===== src/rtl/alsu_result_collector_if.sv =====
// rtl/alsu_result_collector_if.sv - ALSU result capture / FIFO drain bus (ALSU_COLLECT_PARITY_EN adds parity)
interface alsu_result_collector_if #(
    parameter int DEPTH = 8,
    parameter int CNT_W = 8
);
`ifdef ALSU_COLLECT_PARITY_EN
    localparam int DATA_W = 8;
`else
    localparam int DATA_W = 7;
`endif

    logic                     in_valid;
    logic [5:0]               out;
    logic [15:0]              leds;
    logic                     clr;
    logic                     rd_en;
    logic [DATA_W-1:0]        rd_data;
    logic                     rd_valid;
    logic                     empty;
    logic                     full;
    logic [$clog2(DEPTH):0]   count;
    logic                     overflow;
    logic [CNT_W-1:0]         invalid_cnt;
`ifdef ALSU_COLLECT_PARITY_EN
    logic                     parity_err;
`endif

    modport slave (
        input  in_valid, out, leds, clr, rd_en,
        output rd_data, rd_valid, empty, full, count, overflow, invalid_cnt
`ifdef ALSU_COLLECT_PARITY_EN
        , parity_err
`endif
    );

    modport master (
        output in_valid, out, leds, clr, rd_en,
        input  rd_data, rd_valid, empty, full, count, overflow, invalid_cnt
`ifdef ALSU_COLLECT_PARITY_EN
        , parity_err
`endif
    );
endinterface


===== src/rtl/alsu_result_collector.sv =====
// rtl/alsu_result_collector.sv - aligns ALSU results to their input cycle and queues them (ALSU_COLLECT_PARITY_EN adds entry parity)
module alsu_result_collector #(
    parameter int LATENCY = 2,
    parameter int DEPTH   = 8,
    parameter int CNT_W   = 8
) (
    input  logic                    clk,
    input  logic                    rst,
    alsu_result_collector_if.slave  bus
);
    localparam int AW = $clog2(DEPTH);
`ifdef ALSU_COLLECT_PARITY_EN
    localparam int EW = 8;
`else
    localparam int EW = 7;
`endif

    logic [LATENCY-1:0] pipe;
    logic [EW-1:0]      mem [DEPTH];
    logic [AW-1:0]      wr_ptr;
    logic [AW-1:0]      rd_ptr;
    logic [AW:0]        occ;
    logic [EW-1:0]      rd_data_q;
    logic               rd_valid_q;
    logic               overflow_q;
    logic [CNT_W-1:0]   invalid_cnt_q;

    logic               cap;
    logic               inv;
    logic               full_w;
    logic               empty_w;
    logic               pop_ok;
    logic               push_ok;
    logic               drop;
    logic [EW-1:0]      entry;

    assign cap     = pipe[LATENCY-1];
    assign inv     = |bus.leds;
    assign full_w  = (occ == (AW+1)'(DEPTH));
    assign empty_w = (occ == '0);
    assign pop_ok  = bus.rd_en && !empty_w;
    // A full FIFO still accepts a capture when a pop frees a slot on the same edge.
    assign push_ok = cap && (!full_w || pop_ok);
    assign drop    = cap && full_w && !pop_ok;

`ifdef ALSU_COLLECT_PARITY_EN
    logic parity_err_q;
    assign entry          = {^{inv, bus.out}, inv, bus.out};
    assign bus.parity_err = parity_err_q;
`else
    assign entry = {inv, bus.out};
`endif

    always_ff @(posedge clk) begin
        if (push_ok && !bus.clr) begin
            mem[wr_ptr] <= entry;
        end
    end

    always_ff @(posedge clk or posedge rst) begin
        if (rst) begin
            pipe          <= '0;
            wr_ptr        <= '0;
            rd_ptr        <= '0;
            occ           <= '0;
            rd_data_q     <= '0;
            rd_valid_q    <= 1'b0;
            overflow_q    <= 1'b0;
            invalid_cnt_q <= '0;
`ifdef ALSU_COLLECT_PARITY_EN
            parity_err_q  <= 1'b0;
`endif
        end else begin
            // The alignment pipe keeps running through clr so in-flight samples still land.
            pipe <= (pipe << 1) | LATENCY'(bus.in_valid);
            if (bus.clr) begin
                wr_ptr        <= '0;
                rd_ptr        <= '0;
                occ           <= '0;
                rd_valid_q    <= 1'b0;
                overflow_q    <= 1'b0;
                invalid_cnt_q <= '0;
`ifdef ALSU_COLLECT_PARITY_EN
                parity_err_q  <= 1'b0;
`endif
            end else begin
                rd_valid_q <= pop_ok;
`ifdef ALSU_COLLECT_PARITY_EN
                parity_err_q <= pop_ok && (^mem[rd_ptr]);
`endif
                if (pop_ok) begin
                    rd_data_q <= mem[rd_ptr];
                    rd_ptr    <= rd_ptr + AW'(1);
                end
                if (push_ok) begin
                    wr_ptr <= wr_ptr + AW'(1);
                    if (inv && (invalid_cnt_q != {CNT_W{1'b1}})) begin
                        invalid_cnt_q <= invalid_cnt_q + CNT_W'(1);
                    end
                end
                if (drop) begin
                    overflow_q <= 1'b1;
                end
                case ({push_ok, pop_ok})
                    2'b10:   occ <= occ + (AW+1)'(1);
                    2'b01:   occ <= occ - (AW+1)'(1);
                    default: occ <= occ;
                endcase
            end
        end
    end

    assign bus.rd_data     = rd_data_q;
    assign bus.rd_valid    = rd_valid_q;
    assign bus.empty       = empty_w;
    assign bus.full        = full_w;
    assign bus.count       = occ;
    assign bus.overflow    = overflow_q;
    assign bus.invalid_cnt = invalid_cnt_q;
endmodule


===== src/flat_wrapper.sv =====
// flat-port wrapper written by rule: the top's interface ports become plain ports
module alsu_result_collector_flat 
#(
    parameter int LATENCY = 2,
    parameter int DEPTH   = 8,
    parameter int CNT_W   = 8
)
  (clk, rst, bus_in_valid, bus_out, bus_leds, bus_clr, bus_rd_en, bus_rd_data, bus_rd_valid, bus_empty, bus_full, bus_count, bus_overflow, bus_invalid_cnt);
  alsu_result_collector_if #(.DEPTH(DEPTH), .CNT_W(CNT_W)) bus_i ();
  input  logic clk;
  input  logic rst;
  input wire logic [$bits(bus_i.in_valid)-1:0] bus_in_valid;
  input wire logic [$bits(bus_i.out)-1:0] bus_out;
  input wire logic [$bits(bus_i.leds)-1:0] bus_leds;
  input wire logic [$bits(bus_i.clr)-1:0] bus_clr;
  input wire logic [$bits(bus_i.rd_en)-1:0] bus_rd_en;
  output wire logic [$bits(bus_i.rd_data)-1:0] bus_rd_data;
  output wire logic [$bits(bus_i.rd_valid)-1:0] bus_rd_valid;
  output wire logic [$bits(bus_i.empty)-1:0] bus_empty;
  output wire logic [$bits(bus_i.full)-1:0] bus_full;
  output wire logic [$bits(bus_i.count)-1:0] bus_count;
  output wire logic [$bits(bus_i.overflow)-1:0] bus_overflow;
  output wire logic [$bits(bus_i.invalid_cnt)-1:0] bus_invalid_cnt;
  assign bus_i.in_valid = bus_in_valid;
  assign bus_i.out = bus_out;
  assign bus_i.leds = bus_leds;
  assign bus_i.clr = bus_clr;
  assign bus_i.rd_en = bus_rd_en;
  assign bus_rd_data = bus_i.rd_data;
  assign bus_rd_valid = bus_i.rd_valid;
  assign bus_empty = bus_i.empty;
  assign bus_full = bus_i.full;
  assign bus_count = bus_i.count;
  assign bus_overflow = bus_i.overflow;
  assign bus_invalid_cnt = bus_i.invalid_cnt;
  alsu_result_collector #(.LATENCY(LATENCY), .DEPTH(DEPTH), .CNT_W(CNT_W)) u_core (.clk(clk), .rst(rst), .bus(bus_i));
endmodule

===== config.mk =====
export PLATFORM = sky130hd
export DESIGN_NAME = alsu_result_collector_flat
export DESIGN_NICKNAME = d
export VERILOG_FILES = /design/src/rtl/alsu_result_collector_if.sv /design/src/rtl/alsu_result_collector.sv /design/src/flat_wrapper.sv
export SDC_FILE = /design/constraint.sdc
export NUM_CORES = 1
export LEC_CHECK = 0
export CELL_PAD_IN_SITES_DETAIL_PLACEMENT = 1
export CELL_PAD_IN_SITES_GLOBAL_PLACEMENT = 1
export CORE_ASPECT_RATIO = 0.9
export CORE_UTILIZATION = 45
export DETAILED_ROUTE_END_ITERATION = 6
export PLACE_DENSITY_LB_ADDON = 0.1
export SYNTH_ARGS = -nofsm -noshare
export SYNTH_HDL_FRONTEND = slang
export SYNTH_SLANG_ARGS = --single-unit

===== constraint.sdc =====
create_clock -name clk -period 3.1 [get_ports clk]
set_input_delay 0.465 -clock clk [delete_from_list [all_inputs] [get_ports clk]]
set_output_delay 0.465 -clock clk [all_outputs]
set_load 0.02 [all_outputs]

==> flow_summary.yaml, run 1 <==
synthesis:
  synth_most_common_cell: "edfxtp_1"
  synth_area_per_cell_um2: 15.2
  async_flop_share_pct: 34.1
  yosys_warnings: 0
  syn_inst: 243
  syn-num-nets: 276
  synth_edf_count: 56
  synth_area_leaders: "edfxtp_1 45%, dfrtp_1 20%, mux4_2 8.5%, nor2_1 2.9%, mux2i_1 2.4%"
  ys_types: 47
  syn_area_um2: 3700
  netlist_top_cells_count: "56 x edfxtp_1, 29 x dfrtp_1, 29 x nor2_1"
  seq_area_frac_synth_pct: 65.1
  synthFlopType: "edfxtp_1"
  synth_top_cell_by_area: "edfxtp_1"
  yosysTopAreaCellShare_pct: 45.5
  ys_ff_latch: 85
place:
  io_buffer_count: 49
  place_congestion: 0.775
  dpl.hpwl_um: 5360
global_route:
  grt-ovfl-total: 0
  grt_pass1_wl_um: 12300
  grt_pass1_vias: 2366
  grt_use_total_pct: 19.0
  grt_max_degree: 30
  antenna_found_initial: 0
sta:
  relSlewSlack_pct: 42.8
  max_freq_mhz: 374
  clock_skew_ns: 0.00993
  fin_crit_sh_pct: 86.3
  drv_slew: 0
  rsz0062_at_grt: "false"
  timing.setup.tns_ns: 0
  layout_min_cycle_time_ns: 2.67
  finalSetupViolCount: 0
  worst_pin_slew_ns: 0.854
  final_hold_viol_count: 0
clock_network:
  clkSinkCount: 85
  clock_latency_ns: 0.35
  cts_resized: 0
  tritoncts: "yes"
  cts_root_buffer: "clkbuf_8"
  cts_buffers: 9
  post-cts-setup-buffer-count: 0
  clkSlewWorstSetupHoldPaths_ns: 0.09
  clockBufferDepth: 2
  cts_hold_buf: 0
  cts-htree-levels: 3
detailed_routing:
  drtPass1Iterations: 4
  wire_per_inst_um: 18.6
  totalWireLength_um: 7570
  via_per_inst: 5.60
  drt-initial-drc-count: 89
  antenna_left: 0
  drc_errors: 0
  vias: 2284
finish:
  nets: 340
  diodes: 0
  syn_to_final_growth_pct: 23.6
  fillCellCount: 754
  drive_above_1_share_pct: 16.7
worst_hold_path:
  whs_path_depth: 0
  worstHoldStart: "u_core.pipe[0]$_DFF_PP0_"
  min_path_type: "flip-flop to flip-flop"
  hold_end: "u_core.pipe[1]$_DFF_PP0_"
floorplanning:
  die_h_um: 88.0
  row_count: 30
  io_pins: 50
  design.core.area_um2: 7730
  die_w_um: 97.5
  die_area_um2: 8580
  start_util_pct: 47.8
critical_path:
  reg2reg_slack_ns: 0.46
  reg2reg_to: "u_core.bus.count[3]$_DFFE_PP0P_"
  crit_type: "flip-flop to primary output"
  cp.arrival_ns: 2.21
  path_max_fanout: 9
  cp_data_required_time_ns: 2.63
  crit_path_start_kind: "flip-flop"
  r2r_cells: 7
  r2r_start: "u_core.bus.count[0]$_DFFE_PP0P_"
  cp-end-kind: "primary output"
pwr:
  power.total_mw: 3.16
  power.density_nw_per_um2: 692
  ir_drop_uv: 299
  power_leakage_nw: 1.67
outcome:
  status: "completed"
run:
  maxCapViolations: 0
per-stage QoR:
| stage | hold slack [ns] | cells | utilization (%) | worst slack (ns) | area (um2) |
|---|---|---|---|---|---|
| 6_report | 0.355 | 408 | 59.1 | 0.426 | 4570 |
| 4_1_cts | 0.360 | 408 | 59.1 | 0.401 | 4570 |
| 3_5_place_dp | 0.340 | 392 | 56.4 | 0.491 | 4360 |
| 3_3_place_gp | 0.332 | 392 | 56.4 | 0.620 | 4360 |
| 2_1_floorplan | 0.331 | 243 | - | 0.667 | 3700 |
| 5_1_grt | 0.372 | 408 | 59.1 | 0.224 | 4570 |
registers in the layout (all words and copies together) (netlist names):
register / cells
u_core.bus.count: 4
u_core.bus.invalid_cnt: 8
u_core.bus.overflow: 1
u_core.bus.rd_data: 7
u_core.bus.rd_valid: 1
u_core.mem: 56
u_core.pipe: 2
u_core.rd_ptr: 3
u_core.wr_ptr: 3
final cells by class:
cell class	count	area [um2]	area share (%)
flip-flops and latches	85	2410	52.7
clock inverters	6	68.8	1.51
clock buffers	10	138	3.01
repair buffers	63	596	13.0
inverters	5	18.8	0.411
well taps	96	120	2.63
multi-input cells	143	1220	26.7
how the worst max path moves through the flow:
stage,startpoint,end,slack (ns),cells after the start
floorplan,u_core.bus.count[0]$_DFFE_PP0P_,u_core.bus.count[3]$_DFFE_PP0P_,0.67,7
detailed placement,u_core.bus.count[0]$_DFFE_PP0P_,u_core.bus.count[3]$_DFFE_PP0P_,0.49,7
finish,u_core.bus.count[0]$_DFFE_PP0P_,bus_full,0.43,3
CTS,u_core.bus.count[0]$_DFFE_PP0P_,bus_full,0.40,3
global placement,bus_rd_en,u_core.bus.count[3]$_DFFE_PP0P_,0.62,8
global route,u_core.bus.count[0]$_DFFE_PP0P_,u_core.bus.count[3]$_DFFE_PP0P_,0.22,7
cells in the final DEF (no fill, tap or decap), types with 2 or more instances in the layout:
| cell type | netlist | routed |
|---|---|---|
| mux2_1 | 4 | 4 |
| nor2_1 | 29 | 29 |
| mux2i_1 | 9 | 9 |
| buf_4 | 0 | 14 |
| ha_1 | 5 | 5 |
| and3_1 | 2 | 2 |
| nor2b_1 | 7 | 7 |
| nor3_1 | 2 | 2 |
| nor4_1 | 8 | 8 |
| mux2_4 | 2 | 2 |
| o211ai_1 | 2 | 2 |
| nand2_1 | 6 | 6 |
| or4_1 | 2 | 2 |
| clkbuf_8 | 0 | 10 |
| a21o_1 | 2 | 2 |
| clkdlybuf4s50_1 | 0 | 49 |
| nand2b_1 | 6 | 6 |
| nand4bb_1 | 2 | 2 |
| xor2_1 | 3 | 3 |
| nand3_1 | 4 | 4 |
| edfxtp_1 | 56 | 56 |
| dfrtp_1 | 29 | 29 |
| a21oi_1 | 10 | 10 |
| xnor2_1 | 2 | 2 |
| mux4_2 | 14 | 14 |
| o31ai_1 | 3 | 3 |
| inv_1 | 5 | 5 |
metal layers:
metal  routed length (um)  track usage [%]  part of all wire, %
met3                  384             4.87                  5.1
met1                 3440             25.4                   45
met5                    0                0                    0
met2                 3700             32.5                   49
met4                   45             2.81                 0.59
kinds of logic (layout without fill, tap and decap cells):
| group | Yosys count | in the layout | synth area share [%] |
|---|---|---|---|
| and+or+nand+nor | 76 | 76 | 11.2 |
| AOI/OAI and AO/OA | 27 | 27 | 5.42 |
| DFF | 85 | 85 | 65.1 |
| muxes | 29 | 29 | 13.0 |
| adders and majority gates | 6 | 6 | 2.23 |
| buffers and inverters | 15 | 84 | 1.83 |
| xor gates and xnor gates | 5 | 5 | 1.19 |
worst max-delay path: stages, from the launching register on:
cell and delay (ns):
dfrtp_1 0.51, or4b_4 0.64, inv_1 0.10, clkdlybuf4s50_1 0.61
power breakdown:
group	switching, mW	internal, mW	total (mW)
logic	0.416	0.472	0.888
registers	0.155	1.31	1.47
clock network	0.405	0.402	0.807
total	0.976	2.19	3.16
No activity file was read; power rests on OpenSTA's default activity.
==> inputs of run 2 (changes only) <==
--- a/config.mk
+++ b/config.mk
@@ -11,6 +11,7 @@
 export CORE_UTILIZATION = 45
 export DETAILED_ROUTE_END_ITERATION = 6
 export PLACE_DENSITY_LB_ADDON = 0.1
+export SKIP_LAST_GASP = 1
 export SYNTH_ARGS = -nofsm -noshare
 export SYNTH_HDL_FRONTEND = slang
 export SYNTH_SLANG_ARGS = --single-unit
==> results of run 2 <==
The final DEF is identical to that of run 1; final timing and power are the same.
